## src/rtl/overcooked_pkg.sv

```systemverilog
// Shared sprite-code definitions for the player controllers: direction codes,
// renderer state codes, held-item codes and the animation FSM states.
package overcooked_pkg;

    localparam logic [1:0] P_LEFT  = 2'd0;
    localparam logic [1:0] P_RIGHT = 2'd1;
    localparam logic [1:0] P_UP    = 2'd2;
    localparam logic [1:0] P_DOWN  = 2'd3;

    typedef logic [3:0] player_state_t;

    localparam player_state_t P_NOTHING       = 4'd0;
    localparam player_state_t P_CHOPPING      = 4'd1;
    localparam player_state_t P_ONION_WHOLE   = 4'd2;
    localparam player_state_t P_ONION_CHOPPED = 4'd3;
    localparam player_state_t P_POT_EMPTY     = 4'd4;
    localparam player_state_t P_POT_SOUP      = 4'd5;
    localparam player_state_t P_BOWL_EMPTY    = 4'd6;
    localparam player_state_t P_BOWL_FULL     = 4'd7;
    localparam player_state_t P_EXT_OFF       = 4'd8;
    localparam player_state_t P_EXT_ON        = 4'd9;

    typedef enum logic [3:0] {
        HELD_NOTHING       = 4'd0,
        HELD_ONION_WHOLE   = 4'd2,
        HELD_ONION_CHOPPED = 4'd3,
        HELD_POT_EMPTY     = 4'd4,
        HELD_POT_SOUP      = 4'd5,
        HELD_BOWL_EMPTY    = 4'd6,
        HELD_BOWL_FULL     = 4'd7,
        HELD_EXTINGUISHER  = 4'd8
    } held_item_e;

    typedef enum logic [1:0] {
        ANIM_IDLE  = 2'd0,
        ANIM_CHOP  = 2'd1,
        ANIM_SPRAY = 2'd2
    } anim_state_e;

    // Held items share the renderer encoding; codes the renderer reserves
    // for animation poses (1, 9) or leaves undefined collapse to NOTHING.
    function automatic player_state_t held_to_state(input logic [3:0] held);
        player_state_t code;
        case (held)
            4'd0, 4'd2, 4'd3, 4'd4, 4'd5, 4'd6, 4'd7, 4'd8: code = held;
            default: code = P_NOTHING;
        endcase
        return code;
    endfunction

endpackage

```

## src/rtl/frame_commit_gen.sv

```systemverilog
// Frame-boundary strobe shared by the sprite controllers: high for the single
// pixel clock where the raster sits at the start of the first blanking line.
module frame_commit_gen #(
    parameter int COMMIT_LINE = 768
) (
    input  logic [10:0] hcount_i,
    input  logic [9:0]  vcount_i,
    output logic        commit_o
);

    assign commit_o = (hcount_i == 11'd0) && (vcount_i == 10'(COMMIT_LINE));

endmodule

```

## src/rtl/player_anim_ctrl.sv

```systemverilog
// Player sprite sequencer: maps game-logic requests to state/direction codes
// and commits them once per frame. Define PLAYER_ANIM_CHOP_PROGRESS_EN to add chop_progress_out.
module player_anim_ctrl
    import overcooked_pkg::*;
#(
    parameter int CHOP_FRAMES  = 8,
    parameter int CHOP_STROKES = 6,
    parameter int COMMIT_LINE  = 768
) (
    input  logic        pixel_clk_in,
    input  logic        rst_n_in,
    input  logic [10:0] hcount_in,
    input  logic [9:0]  vcount_in,
    input  logic        move_valid_in,
    input  logic [1:0]  move_dir_in,
    input  logic [3:0]  held_item_in,
    input  logic        chop_req_in,
    input  logic        spray_in,
    output logic [1:0]  player_direction_out,
    output logic [3:0]  player_state_out,
    output logic        chop_done_out,
    output logic        frame_commit_out
`ifdef PLAYER_ANIM_CHOP_PROGRESS_EN
    ,
    output logic [3:0]  chop_progress_out
`endif
);

    localparam int FCW = (CHOP_FRAMES > 1) ? $clog2(CHOP_FRAMES) : 1;
    localparam int SCW = (CHOP_STROKES > 0) ? $clog2(CHOP_STROKES + 1) : 1;

    localparam logic [FCW-1:0] FRAME_LAST  = FCW'(CHOP_FRAMES - 1);
    localparam logic [SCW-1:0] STROKE_LAST = SCW'(CHOP_STROKES - 1);
    localparam logic [FCW-1:0] FRAME_ZERO  = {FCW{1'b0}};
    localparam logic [SCW-1:0] STROKE_ZERO = {SCW{1'b0}};

    anim_state_e   state_q, state_d;
    logic          chopping_q, chopping_d;
    logic [FCW-1:0] frame_cnt_q, frame_cnt_d;
    logic [SCW-1:0] stroke_cnt_q, stroke_cnt_d;
    logic [1:0]    shadow_dir_q, shadow_dir_d;
    logic [1:0]    dir_q, dir_d;
    player_state_t code_q, code_d;

    logic          commit_s;
    logic          abort_s;
    logic          done_s;
    logic [1:0]    commit_dir_s;

    frame_commit_gen #(
        .COMMIT_LINE (COMMIT_LINE)
    ) u_frame_commit_gen (
        .hcount_i (hcount_in),
        .vcount_i (vcount_in),
        .commit_o (commit_s)
    );

    // A move arriving on the commit cycle itself must still reach the sprite.
    assign commit_dir_s = move_valid_in ? move_dir_in : shadow_dir_q;
    assign abort_s      = (state_q == ANIM_CHOP) && (!chop_req_in || move_valid_in);

    // Direction shadow and committed direction.
    always_comb begin
        shadow_dir_d = shadow_dir_q;
        dir_d        = dir_q;
        if (move_valid_in) begin
            shadow_dir_d = move_dir_in;
        end else begin
            shadow_dir_d = shadow_dir_q;
        end
        if (commit_s) begin
            dir_d = commit_dir_s;
        end else begin
            dir_d = dir_q;
        end
    end

    // Animation FSM next state, counters and the code to commit.
    always_comb begin
        state_d      = state_q;
        chopping_d   = chopping_q;
        frame_cnt_d  = frame_cnt_q;
        stroke_cnt_d = stroke_cnt_q;
        code_d       = code_q;
        done_s       = 1'b0;
        case (state_q)
            ANIM_IDLE: begin
                if (commit_s) begin
                    code_d = held_to_state(held_item_in);
                    if (chop_req_in && (held_item_in == HELD_NOTHING)) begin
                        state_d      = ANIM_CHOP;
                        chopping_d   = 1'b1;
                        frame_cnt_d  = FRAME_ZERO;
                        stroke_cnt_d = STROKE_ZERO;
                    end else if ((held_item_in == HELD_EXTINGUISHER) && spray_in) begin
                        state_d = ANIM_SPRAY;
                    end else begin
                        state_d = ANIM_IDLE;
                    end
                end else begin
                    state_d = ANIM_IDLE;
                end
            end
            ANIM_CHOP: begin
                // Abort takes priority over a stroke finishing on the same cycle.
                if (abort_s) begin
                    state_d      = ANIM_IDLE;
                    chopping_d   = 1'b0;
                    frame_cnt_d  = FRAME_ZERO;
                    stroke_cnt_d = STROKE_ZERO;
                    if (commit_s) begin
                        code_d = held_to_state(held_item_in);
                    end else begin
                        code_d = code_q;
                    end
                end else if (commit_s) begin
                    code_d = chopping_q ? P_CHOPPING : P_NOTHING;
                    if (frame_cnt_q == FRAME_LAST) begin
                        frame_cnt_d = FRAME_ZERO;
                        if (chopping_q) begin
                            chopping_d = 1'b0;
                        end else if (stroke_cnt_q == STROKE_LAST) begin
                            done_s       = 1'b1;
                            state_d      = ANIM_IDLE;
                            stroke_cnt_d = STROKE_ZERO;
                            code_d       = held_to_state(held_item_in);
                        end else begin
                            stroke_cnt_d = stroke_cnt_q + 1'b1;
                            chopping_d   = 1'b1;
                        end
                    end else begin
                        frame_cnt_d = frame_cnt_q + 1'b1;
                    end
                end else begin
                    state_d = ANIM_CHOP;
                end
            end
            ANIM_SPRAY: begin
                if (commit_s) begin
                    code_d = P_EXT_ON;
                    if (!spray_in || (held_item_in != HELD_EXTINGUISHER)) begin
                        state_d = ANIM_IDLE;
                    end else begin
                        state_d = ANIM_SPRAY;
                    end
                end else begin
                    state_d = ANIM_SPRAY;
                end
            end
            default: begin
                state_d      = ANIM_IDLE;
                chopping_d   = 1'b0;
                frame_cnt_d  = FRAME_ZERO;
                stroke_cnt_d = STROKE_ZERO;
            end
        endcase
    end

    // State, counter and committed-output registers.
    always_ff @(posedge pixel_clk_in or negedge rst_n_in) begin
        if (!rst_n_in) begin
            state_q      <= ANIM_IDLE;
            chopping_q   <= 1'b0;
            frame_cnt_q  <= FRAME_ZERO;
            stroke_cnt_q <= STROKE_ZERO;
            shadow_dir_q <= P_DOWN;
            dir_q        <= P_DOWN;
            code_q       <= P_NOTHING;
        end else begin
            state_q      <= state_d;
            chopping_q   <= chopping_d;
            frame_cnt_q  <= frame_cnt_d;
            stroke_cnt_q <= stroke_cnt_d;
            shadow_dir_q <= shadow_dir_d;
            dir_q        <= dir_d;
            code_q       <= code_d;
        end
    end

    assign player_direction_out = dir_q;
    assign player_state_out     = code_q;
    assign chop_done_out        = done_s;
    assign frame_commit_out     = commit_s;

`ifdef PLAYER_ANIM_CHOP_PROGRESS_EN
    logic [3:0] progress_q, progress_d;

    // Fraction of strokes done scaled to 0..15 for the progress bar.
    function automatic logic [3:0] stroke_progress(input logic [SCW-1:0] strokes);
        int scaled;
        scaled = (int'(strokes) * 16) / CHOP_STROKES;
        if (scaled > 15) begin
            return 4'd15;
        end else begin
            return 4'(scaled);
        end
    endfunction

    // Progress follows the stroke count on commits and clears outside CHOP.
    always_comb begin
        progress_d = progress_q;
        if (state_d != ANIM_CHOP) begin
            progress_d = 4'd0;
        end else if (commit_s) begin
            progress_d = stroke_progress(stroke_cnt_d);
        end else begin
            progress_d = progress_q;
        end
    end

    // Progress register.
    always_ff @(posedge pixel_clk_in or negedge rst_n_in) begin
        if (!rst_n_in) begin
            progress_q <= 4'd0;
        end else begin
            progress_q <= progress_d;
        end
    end

    assign chop_progress_out = progress_q;
`endif

endmodule

```

## config.mk

```make
export PLATFORM = sky130hd
export DESIGN_NAME = player_anim_ctrl
export DESIGN_NICKNAME = d
export VERILOG_FILES = /design/src/rtl/overcooked_pkg.sv /design/src/rtl/frame_commit_gen.sv /design/src/rtl/player_anim_ctrl.sv
export SDC_FILE = /design/constraint.sdc
export NUM_CORES = 1
export LEC_CHECK = 0
export ABC_AREA = 1
export CAP_MARGIN = 25
export CORE_MARGIN = 10
export CORE_UTILIZATION = 24
export DETAILED_ROUTE_END_ITERATION = 7
export GPL_TIMING_DRIVEN = 1
export SLEW_MARGIN = 40
export SYNTH_ARGS = -nofsm -noshare
export SYNTH_HDL_FRONTEND = slang
export SYNTH_HIERARCHICAL = 1
export SYNTH_SLANG_ARGS = --single-unit
export TNS_END_PERCENT = 10
```

## constraint.sdc

```tcl
create_clock -name pixel_clk_in -period 1.5 [get_ports pixel_clk_in]
set_clock_uncertainty 0.15 [all_clocks]
set_input_delay 0.225 -clock pixel_clk_in [delete_from_list [all_inputs] [get_ports pixel_clk_in]]
set_output_delay 0.225 -clock pixel_clk_in [all_outputs]
set_load 0.01 [all_outputs]
```

==> results.ini <==
[status]
status = finished with violations
violations = setup timing

[detailed_routing]
vias = 1357
wl_um = 3590
routedWlPerCell_um = 11.0
firstDrtPassIters = 4
ant_nets = 0
via_per_inst = 4.15
drc_errors = 0
first_iter_violations = 26

[timing]
timing.hold.ws_ns = 0.143
setup_ws_ns = -0.334
finalSetupViolations = 14
hold_viol = 0
rsz0062_at_grt = yes
worst_slew_pin_slew_ns = 0.231
slew_headroom_pct = 84.6
fin_crit_sh_pct = 122
maxSlewViolCount = 0
fmax_mhz = 545
post-route-min-period_ns = 1.83

[place]
place_congestion = 0.802
placedCellCount = 316
dp_hpwl_um = 2820
placed_cell_area_um2 = 1970
place_worst_setup_slack_ns = -0.765
io_buffers = 39

[synthesis]
synth_top_area_share_pct = 26.9
synth_warnings = 6
synth_top_family_by_area = simple AND/OR/NAND/NOR gates
muxShareOfSynthArea_pct = 0
synthTopCellsByCount = nand2_1, nor2_1, inv_1, dfrtp_1, nand3_1
syn_area_um2 = 1210
syn_inst = 174
ys_seq_area_share_pct = 35.6
synth-seq-cells = 17
ys_async_sr_fraction_pct = 100
synth_top_area_cell = dfrtp_1
synth.most_common_cell = nand2_1
synth-simple-area-share_pct = 41.4
synth_xor_area_share_pct = 0
synth_edf_count = 0
avgSynthCellArea_um2 = 6.95
synth_flop_cell = dfrtp_1
syn-num-nets = 212
synth_fa_ha_area_share_pct = 6.21
netlist_top_cells_area = dfrtp_1, nand2_1, dfstp_2
synthDistinctLibCells = 28
synth_compound_area_share_pct = 9.32

[worst_setup_path]
cp_cell_sequence = ha_2, ha_4, inv_4, nor3_4, and3_4, buf_6
critPathMaxFanout = 3
cp-start-kind = register
path_delay_family = simple AND/OR/NAND/NOR gates
critical-path-slowest-cell = dfrtp_1
slowest_delay_ns = 0.36
reg2reg_to = state_q[1]
path_depth = 6
ff2ff_setup_slack_ns = -0.12
r2r_start = state_q[1]
cp.arrival_ns = 1.46
worstSetupEndpointType = primary output
path_buf_inv = 2
cp.required_ns = 1.12
rr_worst_depth = 9
crit_type = register to primary output

[floorplan]
start_util_pct = 25.1
row_count = 25
dieHeight_um = 91.0
core_area_um2 = 4820
die_x_um = 91.0
ioPinCount = 40
die_area_um2 = 8270

[grt]
gr-total-overflow = 0
grt.total_usage_pct = 9.07
grt_max_degree = 18
grt_pass1_wl_um = 6380
antenna_found_initial = 0
grt_pass1_vias = 1439

[final_layout]
fin_cells = 327
layout-drive-gt1-share_pct = 33.8
fin_area_um2 = 2170
area_growth_pct = 79.3
antenna_cells = 0
layout.nets = 299
nFillCells = 513

[worst_hold_path]
hp-class = input pin to async pin

[clock_tree]
cts_buffers = 3
root_buffer = clkbuf_8
clk_pin_slew_ns = 0.07
cts_tree = done
clkLatencyLatePin_ns = 0.26
htree_levels = 1
cts.sinks = 17
clk_path_buf_depth = 2
cts_hold_buf = 0

[power_and_ir_drop]
total_power_mw = 0.948
power_frac_clock_pct = 37.2
p_leak_nw = 1.06
peakVddDrop_v = 0.000254
powerDensity_nw_per_um2 = 437
combinationalPowerShare_pct = 13.5
switching_share_pct = 22.7
intPower_mw = 0.733
switchingPower_mw = 0.215
p_seq_share_pct = 49.3

[flow_run]
drv_cap = 0

## registers in the layout (all words and copies together) (netlist names)
register,count
player_direction_out,2
player_state_out,4
chopping_q,1
shadow_dir_q,2
state_q,2
stroke_cnt_q,3
frame_cnt_q,3
## stage by stage
stage | TNS [ns] | util (%)
floorplan | -0.184 | -
global placement | -10.36 | 41.0
detailed placement | -10.59 | 41.0
CTS | -1.71 | 43.6
global route | -3.55 | 45.0
finish | -1.74 | 45.0
## worst max-delay path by stage
| stage | slack (ns) | from | end |
|---|---|---|---|
| floorplan | -0.04 | vcount_in[9] | player_state_out[2] |
| global placement | -0.75 | vcount_in[9] | chop_done_out |
| detailed placement | -0.77 | vcount_in[9] | chop_done_out |
| CTS | -0.31 | frame_cnt_q[0] | chop_done_out |
| global route | -0.40 | frame_cnt_q[1] | chop_done_out |
| finish | -0.33 | frame_cnt_q[1] | chop_done_out |
## worst reg2reg max path, cell delays in order (launching register included)
cell and delay [ns]:
dfrtp_1 0.39, inv_2 0.08, ha_4 0.13, buf_4 0.12
nand3_4 0.12, inv_6 0.14, nand2_4 0.08, a21oi_4 0.19
nand2_1 0.07, o21ai_1 0.08
## metal layers
metal  wire (µm)  track usage (%)  part of all wire [%]
met1        1640             10.9                    46
met4          74             4.70                   2.1
met2        1600             14.0                    45
met5           0                0                     0
met3         268             3.13                   7.5
## power groups by stage
stage / registers (mW) / clock network (mW) / logic (mW)
2_1_floorplan: 0.476 / 0 / 0.0250
3_3_place_gp: 0.476 / 0 / 0.144
3_5_place_dp: 0.476 / 0 / 0.144
4_1_cts: 0.467 / 0.367 / 0.130
5_1_grt: 0.468 / 0.396 / 0.144
6_report: 0.468 / 0.352 / 0.128
## layout make-up
class	instances	area [µm²]	share of cell area, %
inverter	22	95.1	4.39
sequential	17	430	19.9
timing repair buffer	83	718	33.1
tap	67	83.8	3.87
multi-input combinational	134	793	36.6
clock buffer	3	41.3	1.91
clock inverter	1	5.00	0.231
## timing repair
item	4_1_cts	5_1_grt
resized for setup	69	11
endpoints found under the setup margin	23	16
pin swaps	29	7
setup buffers	4	3
## logic make-up (layout without fill, tap and decap cells)
kind of cell,after synthesis,in the layout
and+or+nand+nor,112,112
buffers and inverters,23,109
DFF,17,17
AOI/OAI and AO/OA,16,16
adders and majority gates,6,6
## cells in the final DEF (no fill, tap or decap), drive strengths merged
cell type,count
a31oi,2
nand3,15
inv,22
buf,46
nand4,3
nand3b,3
a21oi,5
clkinv,1
clkbuf,3
dlygate4sd2,16
ha,6
nor3b,1
and3,1
clkdlybuf4s50,10
dfstp,4
o21ai,9
nor3,1
nand2,62
dfrtp,13
clkdlybuf4s15,11
or2,3
nor2,23
No activity file was read; power rests on OpenSTA's default activity.
==> RTL edit, RTL diff (same settings) <==
Add a define of `PLAYER_ANIM_CHOP_PROGRESS_EN`.
--- a/src/rtl/player_anim_ctrl.sv
+++ b/src/rtl/player_anim_ctrl.sv
@@ -1,5 +1,7 @@
 // Player sprite sequencer: maps game-logic requests to state/direction codes
 // and commits them once per frame. Define PLAYER_ANIM_CHOP_PROGRESS_EN to add chop_progress_out.
+`define PLAYER_ANIM_CHOP_PROGRESS_EN
+
 module player_anim_ctrl
     import overcooked_pkg::*;
 #(
Behaviour (old outputs only; new: chop_progress_out): unchanged (Yosys induction, for registers that start in step).
==> RTL edit against the unedited design <==
The flow still finishes with violations (negative setup slack); area after synthesis is 34% higher; fmax is 42% lower; power is 30% higher; worst setup slack worse by 1.3 ns; first-iteration DRC count grew to 2.8 times the old value; critical endpoint is now chop_progress_out[1]$_DFFE_PN0P_; count of clock-buffer cells in the layout stayed put; sequential cell count is 3 higher; cell area is 31% higher; wire length is 45% higher.
==> RTL edit: results <==
[clocking]
cts_setup_buffers = 7
cts_resized = 70

[global_route]
met2_usage = 0.196
grt_pass1_wl_mm = 8.85
track_usage = 0.103
grt_max_degree = 21

[placed_design]
post-dp-hpwl_mm = 4.15
place_ws_ns = -2.20
postPlaceCellArea_mm2 = 0.00257
dpl.cell_count = 410
routabilityCongestion = 0.922
port_buffers = 43

[yosys]
synthDistinctLibCells = 32
avgSynthCellArea_um2 = 6.84
synth_area_leaders = dfrtp_1, nand2_1, nor2_1, ha_1, inv_1
synth-compound-area-share = 0.116
synth_nets = 278
synth_common_cells = nand2_1, nor2_1, inv_1, dfrtp_1, nand3_1
synth-adder-area-share = 0.0695

[drt]
num_vias = 1902
met1_length_mm = 2.10
wl_met2_mm = 2.80
met3WireLength_um = 253
wl_per_cell_um = 12.3

[power_and_ir_drop]
ir_worst_vdd_uv = 262
p_int_w = 0.000982
sequentialPowerShare = 0.447
finalPower_w = 0.00123
clockPowerShare = 0.451

[final_layout]
num-nonclk-inverters = 35
drive_gt1_frac = 0.355
clk_share = 0.0251
multi_input_area_share = 0.397
sh_seq_area = 0.179
nNonClkBuffers = 107
layout.nonclk_buf_frac = 0.316
nFlopsAndLatches = 20

[timing]
setup_viol = 18
slew_headroom = 0.768
worst_slack_ns = -1.67
fin_tns_setup_ns = -7.13

[critical_path]
r2r_cells = 26
critPathMaxFanout = 4
crit_arrival_ns = 3.23

[run_status]
violations = negative setup slack
outcome = complete, but fails checks

[floorplan]
nWellTaps = 77
-- RTL edit: cell count changes after synthesis, moves of 5 or more --
cell	unedited run	this run
nor2_1	20	31
inv_1	19	30
o21ai_0	5	15
nand4_1	3	8
-- RTL edit: worst paths after layout --
check,startpoint,to,slack [ns]
worst max-delay path,frame_cnt_q[0]$_DFFE_PN0P_,chop_progress_out[1]$_DFFE_PN0P_,-1.67
worst min-delay path,rst_n_in,frame_cnt_q[0]$_DFFE_PN0P_,0.13
worst max register to register,frame_cnt_q[0]$_DFFE_PN0P_,chop_progress_out[1]$_DFFE_PN0P_,-1.67
worst min register to register,shadow_dir_q[1]$_DFF_PN1_,shadow_dir_q[1]$_DFF_PN1_,0.33
max in group asynchronous,rst_n_in,shadow_dir_q[1]$_DFF_PN1_,0.80
min in group pixel_clk_in,shadow_dir_q[1]$_DFF_PN1_,shadow_dir_q[1]$_DFF_PN1_,0.33
